<file path="src/rtl/adder_share_arb_if.sv">
// rtl/adder_share_arb_if.sv - requester, adder and response bus bundle for adder_share_arb
// slave = arbiter side, master = requesters, adder and response consumer.
interface adder_share_arb_if #(
  parameter int N = 64
);
  logic         req0_valid;
  logic         req0_ready;
  logic [N-1:0] req0_a;
  logic [N-1:0] req0_b;
  logic         req0_cin;

  logic         req1_valid;
  logic         req1_ready;
  logic [N-1:0] req1_a;
  logic [N-1:0] req1_b;
  logic         req1_cin;

  logic [N-1:0] add_a;
  logic [N-1:0] add_b;
  logic         add_cin;
  logic [N-1:0] add_s;
  logic         add_cout;
  logic         add_prop;
  logic         add_gen;

  logic         rsp_valid;
  logic         rsp_ready;
  logic         rsp_id;
  logic [N-1:0] rsp_s;
  logic         rsp_cout;
  logic         rsp_prop;
  logic         rsp_gen;

  logic         err;

  modport slave (
    input  req0_valid, req0_a, req0_b, req0_cin,
    output req0_ready,
    input  req1_valid, req1_a, req1_b, req1_cin,
    output req1_ready,
    output add_a, add_b, add_cin,
    input  add_s, add_cout, add_prop, add_gen,
    output rsp_valid, rsp_id, rsp_s, rsp_cout, rsp_prop, rsp_gen,
    input  rsp_ready,
    output err
  );

  modport master (
    output req0_valid, req0_a, req0_b, req0_cin,
    input  req0_ready,
    output req1_valid, req1_a, req1_b, req1_cin,
    input  req1_ready,
    input  add_a, add_b, add_cin,
    output add_s, add_cout, add_prop, add_gen,
    input  rsp_valid, rsp_id, rsp_s, rsp_cout, rsp_prop, rsp_gen,
    output rsp_ready,
    input  err
  );
endinterface

</file>
<file path="src/rtl/adder_share_arb.sv">
// rtl/adder_share_arb.sv - round-robin sharing of one combinational adder between two requesters
// Optional result checker enabled by defining ADDER_SHARE_CHECK_EN; otherwise err is tied low.
module adder_share_arb #(
  parameter int N      = 64,
  parameter int SETTLE = 2
) (
  input  logic             clk,
  input  logic             rst_n,
  adder_share_arb_if.slave bus
);

  typedef enum logic [1:0] {
    IDLE = 2'd0,
    WAIT = 2'd1,
    RESP = 2'd2
  } state_t;

  localparam logic [3:0] SETTLE_C = 4'(SETTLE);

  state_t       state_q;
  logic [3:0]   cnt_q;
  logic         last_grant_q;
  logic [N-1:0] add_a_q;
  logic [N-1:0] add_b_q;
  logic         add_cin_q;
  logic         rsp_valid_q;
  logic         rsp_id_q;
  logic [N-1:0] rsp_s_q;
  logic         rsp_cout_q;
  logic         rsp_prop_q;
  logic         rsp_gen_q;

  logic         grant_vld_d;
  logic         grant_id_d;
  logic         take_d;
  logic         capture_d;
  logic [N-1:0] op_a_d;
  logic [N-1:0] op_b_d;
  logic         op_cin_d;

  // Contention goes to whoever was not served last; a lone requester always wins.
  always_comb begin
    grant_vld_d = bus.req0_valid | bus.req1_valid;
    grant_id_d  = 1'b0;
    if (bus.req0_valid && bus.req1_valid) begin
      grant_id_d = ~last_grant_q;
    end else begin
      grant_id_d = bus.req1_valid;
    end
    take_d    = rst_n && (state_q == IDLE) && grant_vld_d;
    capture_d = (state_q == WAIT) && (cnt_q == 4'd1);
    op_a_d    = grant_id_d ? bus.req1_a   : bus.req0_a;
    op_b_d    = grant_id_d ? bus.req1_b   : bus.req0_b;
    op_cin_d  = grant_id_d ? bus.req1_cin : bus.req0_cin;
  end

  assign bus.req0_ready = take_d & ~grant_id_d;
  assign bus.req1_ready = take_d &  grant_id_d;

  always_ff @(posedge clk or negedge rst_n) begin
    if (!rst_n) begin
      state_q      <= IDLE;
      cnt_q        <= 4'd0;
      last_grant_q <= 1'b1;
      add_a_q      <= '0;
      add_b_q      <= '0;
      add_cin_q    <= 1'b0;
      rsp_valid_q  <= 1'b0;
      rsp_id_q     <= 1'b0;
      rsp_s_q      <= '0;
      rsp_cout_q   <= 1'b0;
      rsp_prop_q   <= 1'b0;
      rsp_gen_q    <= 1'b0;
    end else begin
      case (state_q)
        IDLE: begin
          // Operand registers only move on a handshake to keep adder inputs quiet.
          if (take_d) begin
            add_a_q      <= op_a_d;
            add_b_q      <= op_b_d;
            add_cin_q    <= op_cin_d;
            rsp_id_q     <= grant_id_d;
            last_grant_q <= grant_id_d;
            cnt_q        <= SETTLE_C;
            state_q      <= WAIT;
          end
        end
        WAIT: begin
          cnt_q <= cnt_q - 4'd1;
          if (capture_d) begin
            rsp_s_q     <= bus.add_s;
            rsp_cout_q  <= bus.add_cout;
            rsp_prop_q  <= bus.add_prop;
            rsp_gen_q   <= bus.add_gen;
            rsp_valid_q <= 1'b1;
            state_q     <= RESP;
          end
        end
        RESP: begin
          if (bus.rsp_ready) begin
            rsp_valid_q <= 1'b0;
            state_q     <= IDLE;
          end
        end
        default: state_q <= IDLE;
      endcase
    end
  end

  assign bus.add_a     = add_a_q;
  assign bus.add_b     = add_b_q;
  assign bus.add_cin   = add_cin_q;
  assign bus.rsp_valid = rsp_valid_q;
  assign bus.rsp_id    = rsp_id_q;
  assign bus.rsp_s     = rsp_s_q;
  assign bus.rsp_cout  = rsp_cout_q;
  assign bus.rsp_prop  = rsp_prop_q;
  assign bus.rsp_gen   = rsp_gen_q;

`ifdef ADDER_SHARE_CHECK_EN
  logic         err_q;
  logic [N:0]   chk_sum_d;
  logic         chk_bad_d;

  always_comb begin
    chk_sum_d = {1'b0, add_a_q} + {1'b0, add_b_q} + {{N{1'b0}}, add_cin_q};
    chk_bad_d = chk_sum_d != {bus.add_cout, bus.add_s};
  end

  // Sticky: once the adder is caught disagreeing, only reset clears it.
  always_ff @(posedge clk or negedge rst_n) begin
    if (!rst_n) begin
      err_q <= 1'b0;
    end else if (capture_d && chk_bad_d) begin
      err_q <= 1'b1;
    end
  end

  assign bus.err = err_q;
`else
  assign bus.err = 1'b0;
`endif

endmodule

</file>
<file path="src/flat_wrapper.sv">
// flat-port wrapper written by rule: the top's interface ports become plain ports
module adder_share_arb_flat 
#(
  parameter int N      = 64,
  parameter int SETTLE = 2
)
  (clk, rst_n, bus_req0_valid, bus_req0_a, bus_req0_b, bus_req0_cin, bus_req0_ready, bus_req1_valid, bus_req1_a, bus_req1_b, bus_req1_cin, bus_req1_ready, bus_add_a, bus_add_b, bus_add_cin, bus_add_s, bus_add_cout, bus_add_prop, bus_add_gen, bus_rsp_valid, bus_rsp_id, bus_rsp_s, bus_rsp_cout, bus_rsp_prop, bus_rsp_gen, bus_rsp_ready, bus_err);
  adder_share_arb_if #(.N(N)) bus_i ();
  input  logic clk;
  input  logic rst_n;
  input wire logic [$bits(bus_i.req0_valid)-1:0] bus_req0_valid;
  input wire logic [$bits(bus_i.req0_a)-1:0] bus_req0_a;
  input wire logic [$bits(bus_i.req0_b)-1:0] bus_req0_b;
  input wire logic [$bits(bus_i.req0_cin)-1:0] bus_req0_cin;
  output wire logic [$bits(bus_i.req0_ready)-1:0] bus_req0_ready;
  input wire logic [$bits(bus_i.req1_valid)-1:0] bus_req1_valid;
  input wire logic [$bits(bus_i.req1_a)-1:0] bus_req1_a;
  input wire logic [$bits(bus_i.req1_b)-1:0] bus_req1_b;
  input wire logic [$bits(bus_i.req1_cin)-1:0] bus_req1_cin;
  output wire logic [$bits(bus_i.req1_ready)-1:0] bus_req1_ready;
  output wire logic [$bits(bus_i.add_a)-1:0] bus_add_a;
  output wire logic [$bits(bus_i.add_b)-1:0] bus_add_b;
  output wire logic [$bits(bus_i.add_cin)-1:0] bus_add_cin;
  input wire logic [$bits(bus_i.add_s)-1:0] bus_add_s;
  input wire logic [$bits(bus_i.add_cout)-1:0] bus_add_cout;
  input wire logic [$bits(bus_i.add_prop)-1:0] bus_add_prop;
  input wire logic [$bits(bus_i.add_gen)-1:0] bus_add_gen;
  output wire logic [$bits(bus_i.rsp_valid)-1:0] bus_rsp_valid;
  output wire logic [$bits(bus_i.rsp_id)-1:0] bus_rsp_id;
  output wire logic [$bits(bus_i.rsp_s)-1:0] bus_rsp_s;
  output wire logic [$bits(bus_i.rsp_cout)-1:0] bus_rsp_cout;
  output wire logic [$bits(bus_i.rsp_prop)-1:0] bus_rsp_prop;
  output wire logic [$bits(bus_i.rsp_gen)-1:0] bus_rsp_gen;
  input wire logic [$bits(bus_i.rsp_ready)-1:0] bus_rsp_ready;
  output wire logic [$bits(bus_i.err)-1:0] bus_err;
  assign bus_i.req0_valid = bus_req0_valid;
  assign bus_i.req0_a = bus_req0_a;
  assign bus_i.req0_b = bus_req0_b;
  assign bus_i.req0_cin = bus_req0_cin;
  assign bus_req0_ready = bus_i.req0_ready;
  assign bus_i.req1_valid = bus_req1_valid;
  assign bus_i.req1_a = bus_req1_a;
  assign bus_i.req1_b = bus_req1_b;
  assign bus_i.req1_cin = bus_req1_cin;
  assign bus_req1_ready = bus_i.req1_ready;
  assign bus_add_a = bus_i.add_a;
  assign bus_add_b = bus_i.add_b;
  assign bus_add_cin = bus_i.add_cin;
  assign bus_i.add_s = bus_add_s;
  assign bus_i.add_cout = bus_add_cout;
  assign bus_i.add_prop = bus_add_prop;
  assign bus_i.add_gen = bus_add_gen;
  assign bus_rsp_valid = bus_i.rsp_valid;
  assign bus_rsp_id = bus_i.rsp_id;
  assign bus_rsp_s = bus_i.rsp_s;
  assign bus_rsp_cout = bus_i.rsp_cout;
  assign bus_rsp_prop = bus_i.rsp_prop;
  assign bus_rsp_gen = bus_i.rsp_gen;
  assign bus_i.rsp_ready = bus_rsp_ready;
  assign bus_err = bus_i.err;
  adder_share_arb #(.N(N), .SETTLE(SETTLE)) u_core (.clk(clk), .rst_n(rst_n), .bus(bus_i));
endmodule
</file>
<file path="config.mk">
export PLATFORM = sky130hd
export DESIGN_NAME = adder_share_arb_flat
export DESIGN_NICKNAME = d
export VERILOG_FILES = /design/src/rtl/adder_share_arb_if.sv /design/src/rtl/adder_share_arb.sv /design/src/flat_wrapper.sv
export SDC_FILE = /design/constraint.sdc
export NUM_CORES = 1
export LEC_CHECK = 0
export BUFFER_PORTS_ARGS = -buffer_cell sky130_fd_sc_hd__buf_4
export CORE_AREA = 4 4 206 208
export DETAILED_ROUTE_END_ITERATION = 6
export DIE_AREA = 0 0 210 212
export PLACE_DENSITY = 0.45
export REMOVE_ABC_BUFFERS = 1
export SYNTH_ARGS = -nofsm -noshare
export SYNTH_HDL_FRONTEND = slang
export SYNTH_SLANG_ARGS = --single-unit
export TNS_END_PERCENT = 100
</file>
<file path="constraint.sdc">
create_clock -name clk -period 2.25 [get_ports clk]
set_input_delay 0.1125 -clock clk [delete_from_list [all_inputs] [get_ports clk]]
set_output_delay 0.1125 -clock clk [all_outputs]
set_load 0.02 [all_outputs]
</file>
==> metrics.txt, run 1 <==
non-filler cells, final 2158; reg-to-reg setup timing slack 0.05 ns; crit share post-route 97.9%; number of instances on the worst hold path 4; WP data required 2.66 ns; Cells after Synth 780; parity-gate share of the synthesized area counting xor and xnor cells 0.186%; via/cell ratio 4.53; number of global-route vias before repair 10800; number of hold violations in the final report 0; peak supply drop 0.000560 V; WL final 42000 µm; part of the Yosys area used for sequential elements 54.3%; top cells by area in the synthesized netlist sky130_fd_sc_hd__dfrtp_1 (54%), sky130_fd_sc_hd__a221o_1 (14%), sky130_fd_sc_hd__nor3_2 (9.3%), sky130_fd_sc_hd__mux2_2 (6.8%), sky130_fd_sc_hd__nand2_1 (5.3%); router iterations before antenna repair 5; Iter 0 DRT Violations 410; number of nets with antenna violations after detailed routing 0; Die W 210 µm; worst flop-to-flop path endpoint u_core.bus.add_b[7]; power density over the cells 1170 nW/µm²; clock sink count 205; headroom to the max-slew limit 46.0%; CP arrival 2.61 ns; root buffer selected by CTS sky130_fd_sc_hd__clkbuf_16; cell accounting for the most synthesized area sky130_fd_sc_hd__dfrtp_1; outcome completed; layout cell share with drive strength beyond 1 46.0%; number of violations of the max-capacitance limit 0; largest net degree at the start of global routing 122; global-route wire length before repair 63900 µm; weighted congestion reported at the end of routability-driven placement 0.762; TritonCTS Buffers 26; number of antenna violations at the first check in global routing 0; Syn. warnings 0; count of placed standard cells including taps 1783; Pins Over Slew Limit 0; Hold Crit Endpoint u_core.bus.add_a[63]; distinct cell type count of the synthesized netlist 37; count of input and output buffers 529; transition time of the tightest slew-check pin 0.810 ns; Synth-to-Final Area Change 91.5%; Compound-Gate Fraction of Synth Area 14.4%; initial core utilization 23.3%; highest achievable clock rate 454 MHz; Worst Min Path Start bus_req0_a[63]; DIE AREA 44500 µm²; average wire per standard cell 19.4 µm; worst reg-to-reg path cell count 5; number of vias in the routed layout 9781; final std cell area, no fill 18100 µm²; share of synthesized cell area in full adder, half adder and majority cells 0.265%; number of buffers on the longest clock path 3; CP endpoint kind flip-flop; fraction of synthesized cell area taken by the top area cell type 54.1%; Lkg Pwr 8.30 nW; total gr overflow 0; critical path class flip-flop to flip-flop; post-route worst hold slack 0.0288 ns; largest family of logic cells by synthesized area simple AND/OR/NAND/NOR gates; Placement Rows 74; number of diodes 0; Worst-path clk slew 0.06 ns; net count of the finished layout 1939; flip-flop and latch count after synthesis 205; syn avg cell area 12.1 µm²; post-layout minimum cycle time 2.20 ns; Final Setup Violations 0; Placed Area 14000 µm²; DRC Markers 0; die height 212 µm; FF-to-FF Start u_core.state_q[1]; Floorplan Core Area 40600 µm²; area fraction in and, or, nand and nor cells after synthesis 18.0%; number of levels the H-tree was split into 1; clock tree from TritonCTS yes; clock latency reported for the late side of the worst-skew pair 0.53 ns; GRT Resource Usage Total 17.9%; critical path startpoint category flip-flop; largest fanout on the critical path 79; worst clock skew 0.0125 ns; number of placed I/O pins 531; fraction of synthesized area in multiplexers 7.99%; worst min-delay path class primary input to flip-flop; Cell Area, Synth 9440 µm²; dpl hpwl 28600 µm
## power by group
part	switching [mW]	internal, mW	total, mW	leakage, nW
Clock	1.63	2.44	4.07	0.407
Combinational	5.47	4.96	10.4	5.40
Sequential	1.12	5.49	6.62	2.50
## metrics by stage
step / TNS, ns / power [mW] / utilization (%) / setup slack [ns]
after global placement: 0 / 16.5 / 34.5 / 0.443
after floorplan: -738.38 / 11.6 / - / -5.42
after detailed placement: 0 / 16.5 / 34.5 / 0.396
final: 0 / 21.1 / 44.6 / 0.0481
after CTS: 0 / 21.3 / 44.5 / 0.0464
after global routing: -0.0133 / 22.2 / 44.6 / -0.00702
## flip-flops by register name (all words and copies together) (netlist names), 2 cells and up
| register | count |
|---|---|
| u_core.bus.add_a | 64 |
| u_core.bus.add_b | 64 |
| u_core.bus.rsp_s | 64 |
| u_core.cnt_q | 4 |
| u_core.state_q | 2 |
## critical path, stage by stage, from the launching register on
cell and delay, ns:
sky130_fd_sc_hd__dfrtp_1 0.45, sky130_fd_sc_hd__nor3b_4 0.30, sky130_fd_sc_hd__o21ai_4 0.11, sky130_fd_sc_hd__buf_12 0.20, sky130_fd_sc_hd__a221o_1 0.36, sky130_fd_sc_hd__dlygate4sd3_1 0.56
## cell usage in the layout (no fill, tap or decap), types with 2 or more instances in the layout
cell type	count
sky130_fd_sc_hd__o21a_1	2
sky130_fd_sc_hd__clkbuf_8	5
sky130_fd_sc_hd__clkbuf_1	10
sky130_fd_sc_hd__clkbuf_16	27
sky130_fd_sc_hd__a221o_1	129
sky130_fd_sc_hd__inv_1	4
sky130_fd_sc_hd__dfrtp_1	204
sky130_fd_sc_hd__buf_12	11
sky130_fd_sc_hd__dlygate4sd3_1	323
sky130_fd_sc_hd__nor3_1	42
sky130_fd_sc_hd__clkinv_2	5
sky130_fd_sc_hd__ha_1	2
sky130_fd_sc_hd__mux2_1	10
sky130_fd_sc_hd__mux2_2	57
sky130_fd_sc_hd__buf_4	545
sky130_fd_sc_hd__nor3_2	88
sky130_fd_sc_hd__nor2_1	4
sky130_fd_sc_hd__a21oi_1	2
sky130_fd_sc_hd__o21ai_0	2
sky130_fd_sc_hd__nand2_1	132
## area by class of cell
type	count	area (µm²)
clock buffer	41	768
clock inverter	6	55.1
fill	3808	22500
inverter	4	15.0
multi-input combinational	490	3890
sequential	205	5130
tap	532	666
timing repair buffer	880	7560
## synth_stat cells
master,count
sky130_fd_sc_hd__dfrtp_1,204
sky130_fd_sc_hd__nand2_1,133
sky130_fd_sc_hd__a221o_1,129
sky130_fd_sc_hd__nor3_2,88
sky130_fd_sc_hd__mux2_2,57
sky130_fd_sc_hd__nor3_1,42
sky130_fd_sc_hd__clkbuf_1,35
sky130_fd_sc_hd__buf_2,30
sky130_fd_sc_hd__buf_6,11
sky130_fd_sc_hd__mux2_1,10
sky130_fd_sc_hd__buf_4,4
sky130_fd_sc_hd__inv_1,4
sky130_fd_sc_hd__nor2_1,4
sky130_fd_sc_hd__a21oi_1,2
sky130_fd_sc_hd__ha_1,2
sky130_fd_sc_hd__nor3b_2,2
sky130_fd_sc_hd__o21a_1,2
sky130_fd_sc_hd__o21ai_0,2
sky130_fd_sc_hd__a22oi_1,1
sky130_fd_sc_hd__and2b_1,1
sky130_fd_sc_hd__and3_1,1
sky130_fd_sc_hd__buf_1,1
sky130_fd_sc_hd__conb_1,1
sky130_fd_sc_hd__dfstp_2,1
sky130_fd_sc_hd__nand2b_1,1
sky130_fd_sc_hd__nand3_1,1
sky130_fd_sc_hd__nand3b_1,1
sky130_fd_sc_hd__nor2_4,1
sky130_fd_sc_hd__nor2b_1,1
sky130_fd_sc_hd__o211ai_1,1
sky130_fd_sc_hd__o21ai_1,1
sky130_fd_sc_hd__o22ai_1,1
sky130_fd_sc_hd__o31ai_1,1
sky130_fd_sc_hd__or2b_1,1
sky130_fd_sc_hd__or3b_1,1
sky130_fd_sc_hd__xnor2_1,1
sky130_fd_sc_hd__xor2_1,1
## cell families (layout without fill, tap and decap cells)
family / count (synthesis) / after routing
and+or+nand+nor: 278 / 278
muxes: 67 / 67
adders and majority gates: 2 / 2
buffers and inverters: 85 / 931
xor gates and xnor gates: 2 / 2
other: 1 / 1
AOI/OAI and AO/OA: 140 / 140
DFF: 205 / 205
## worst max-delay path by stage
stage	start	to	cells past startpoint
2_1_floorplan	u_core.last_grant_q	u_core.bus.add_a[0]	3
3_3_place_gp	rst_n	u_core.bus.add_a[8]	5
3_5_place_dp	u_core.cnt_q[1]	u_core.bus.rsp_s[1]	6
4_1_cts	u_core.state_q[0]	u_core.bus.add_a[29]	5
5_1_grt	u_core.state_q[1]	u_core.bus.add_a[60]	5
6_report	u_core.state_q[1]	u_core.bus.add_b[7]	5
## routing by layer
metal | up-vias | part of all wire [%] | global-route usage [%]
li1 | 4569 | - | -
met1 | 4720 | 41 | 22.8
met2 | 432 | 48 | 30.0
met3 | 60 | 7.9 | 4.60
met4 | 0 | 2.9 | 5.67
met5 | - | 0 | 0
## repair_timing
action	4_1_cts	5_1_grt
gates resized for setup	0	1
hold buffers	323	0
buffers inserted	1	4
pin swaps	1	2
hold endpoints to repair	339	0
endpoints found under the setup margin	1	10
(Power assumes the default switching activity.)
==> run 2: changes to the inputs <==
Settings changed: BUFFER_PORTS_ARGS -buffer_cell sky130_fd_sc_hd__buf_4 to unset, CORE_AREA 4 4 206 208 to 4 4 207 209, DIE_AREA 0 0 210 212 to 0 0 211 213, DONT_BUFFER_PORTS set to 1, PLACE_DENSITY 0.45 to 0.33.
==> run 2 against run 1 <==
  * The flow now stops in clock tree synthesis (4_1_cts)
  * Synthesized cell count did not move
  * Area after synthesis did not move
==> metrics.txt, run 2 <==
terminating stage of the flow clock tree synthesis (4_1_cts); count of placed standard cells including taps 1245 (-30%); part of the Yosys area used for sequential elements 54.3% (unchanged); distinct cell type count of the synthesized netlist 37 (unchanged); top cells by count, synth sky130_fd_sc_hd__dfrtp_1 (204), sky130_fd_sc_hd__nand2_1 (133), sky130_fd_sc_hd__a221o_1 (129); largest family of logic cells by synthesized area simple AND/OR/NAND/NOR gates; Placement Rows 74 (unchanged); top cells by area in the synthesized netlist sky130_fd_sc_hd__dfrtp_1 (54%), sky130_fd_sc_hd__a221o_1 (14%), sky130_fd_sc_hd__nor3_2 (9.3%), sky130_fd_sc_hd__mux2_2 (6.8%), sky130_fd_sc_hd__nand2_1 (5.3%); buffers inserted by post-CTS timing repair 0 (-1); syn avg cell area 12.1 µm² (unchanged); flip-flop and latch count after synthesis 205 (unchanged); fraction of synthesized cell area taken by the top area cell type 54.1% (unchanged); TritonCTS Buffers 27 (+3.8%); setup slack after placement 0.359 ns (-0.0364 ns); cell accounting for the most synthesized area sky130_fd_sc_hd__dfrtp_1; initial core utilization 23.1% (-0.16 points); share of synthesized registers carrying an async set or reset 100% (unchanged); Compound-Gate Fraction of Synth Area 14.4% (unchanged); root buffer selected by CTS sky130_fd_sc_hd__clkbuf_16; area fraction in and, or, nand and nor cells after synthesis 18.0% (unchanged); main flop type after synthesis sky130_fd_sc_hd__dfrtp_1; count of input and output buffers 0 (-100%); weighted congestion reported at the end of routability-driven placement 0.787 (+3.2%); fraction of synthesized area in multiplexers 7.99% (unchanged); number of levels the H-tree was split into 1 (unchanged); number of buffers on the longest clock path 3 (unchanged); outcome aborted with a tool error; leading cell type by number of instances after synthesis sky130_fd_sc_hd__dfrtp_1; Cells after Synth 780 (unchanged); share of synthesized cell area in full adder, half adder and majority cells 0.265% (unchanged); number of placed I/O pins 531 (unchanged); CTS Hold Buffers Added 260 (-20%); Syn. warnings 0 (unchanged); Die W 211 µm (+0.48%); count of cells resized by post-cts repair 0 (unchanged); parity-gate share of the synthesized area counting xor and xnor cells 0.186% (unchanged); clock sink count 205 (unchanged); Cell Area, Synth 9440 µm² (unchanged); EDFF count, synth 0 (unchanged); die height 213 µm (+0.47%); Err [ERROR RSZ-0060] Max buffer count reached.; dpl hpwl 23300 µm (-18%)
## run 2: cell families after synthesis
logic type	count (synthesis)
flops	205
xor+xnor	2
other cells	1
buf+inv	85
compound gates	140
fa+ha+maj	2
simple gates	278
mux	67
## run 2: metrics by stage
step	instance area (µm²)	TNS, ns
2_1_floorplan	9000	-738.38
3_3_place_gp	9900	0
3_5_place_dp	9900	0
==> run 3: changes to the inputs <==
Settings changed: CORE_AREA 4 4 207 209 to 4 4 206 208, DIE_AREA 0 0 211 213 to 0 0 210 212, PLACE_DENSITY 0.33 to unset, PLACE_DENSITY_LB_ADDON set to 0.15.
==> run 3 against run 2 <==
  * The flow again stops in clock tree synthesis (4_1_cts)
  * Area after synthesis did not move
  * Synthesized cell count unchanged
==> metrics.txt, run 3 <==
outcome aborted with a tool error; terminating stage of the flow clock tree synthesis (4_1_cts); Err [ERROR RSZ-0060] Max buffer count reached.; flip-flop and latch count after synthesis 205 (unchanged); part of the Yosys area used for sequential elements 54.3% (unchanged); CTS Hold Buffers Added 262 (+0.77%); dpl hpwl 23600 µm (+1.3%); count of placed standard cells including taps 1256 (+0.88%); setup slack after placement 0.377 ns (+0.0175 ns); weighted congestion reported at the end of routability-driven placement 0.773 (-1.8%); die height 212 µm (-0.47%); leading cell type by number of instances after synthesis sky130_fd_sc_hd__dfrtp_1; clock sink count 205 (unchanged); share of synthesized registers carrying an async set or reset 100% (unchanged); number of levels the H-tree was split into 1 (unchanged); Syn. warnings 0 (unchanged); TritonCTS Buffers 24 (-11%); distinct cell type count of the synthesized netlist 37 (unchanged); buffers inserted by post-CTS timing repair 0 (unchanged); count of cells resized by post-cts repair 0 (unchanged); top cells by area in the synthesized netlist sky130_fd_sc_hd__dfrtp_1 (54%), sky130_fd_sc_hd__a221o_1 (14%), sky130_fd_sc_hd__nor3_2 (9.3%), sky130_fd_sc_hd__mux2_2 (6.8%), sky130_fd_sc_hd__nand2_1 (5.3%); number of buffers on the longest clock path 3 (unchanged); Placed Area 10000 µm² (+1.2%); Placement Rows 74 (unchanged); initial core utilization 23.3% (+0.16 points); main flop type after synthesis sky130_fd_sc_hd__dfrtp_1; count of input and output buffers 0 (unchanged); EDFF count, synth 0 (unchanged); Die W 210 µm (-0.47%); root buffer selected by CTS sky130_fd_sc_hd__clkbuf_16; top cells by count, synth sky130_fd_sc_hd__dfrtp_1 (204), sky130_fd_sc_hd__nand2_1 (133), sky130_fd_sc_hd__a221o_1 (129); fraction of synthesized cell area taken by the top area cell type 54.1% (unchanged); syn avg cell area 12.1 µm² (unchanged); number of placed I/O pins 531 (unchanged); cell accounting for the most synthesized area sky130_fd_sc_hd__dfrtp_1; Cell Area, Synth 9440 µm² (unchanged); Cells after Synth 780 (unchanged)
## run 3: cell counts after synthesis
No cell type changed its count.
## run 3: logic make-up after synthesis
logic type	after synthesis	share of synthesized area [%]
XOR/XNOR	2	0.186
multiplexers	67	7.99
buffers and inverters	85	4.81
other	1	0.0397
AND/OR/NAND/NOR	278	18.0
flip-flops	205	54.3
AO/OA/AOI/OAI	140	14.4
adder cells (fa/ha/maj)	2	0.265
## run 3: stage by stage
step | util, % | hold WS (ns)
3_5_place_dp | 24.7 | -0.177
3_3_place_gp | 24.7 | -0.176
2_1_floorplan | - | -0.183
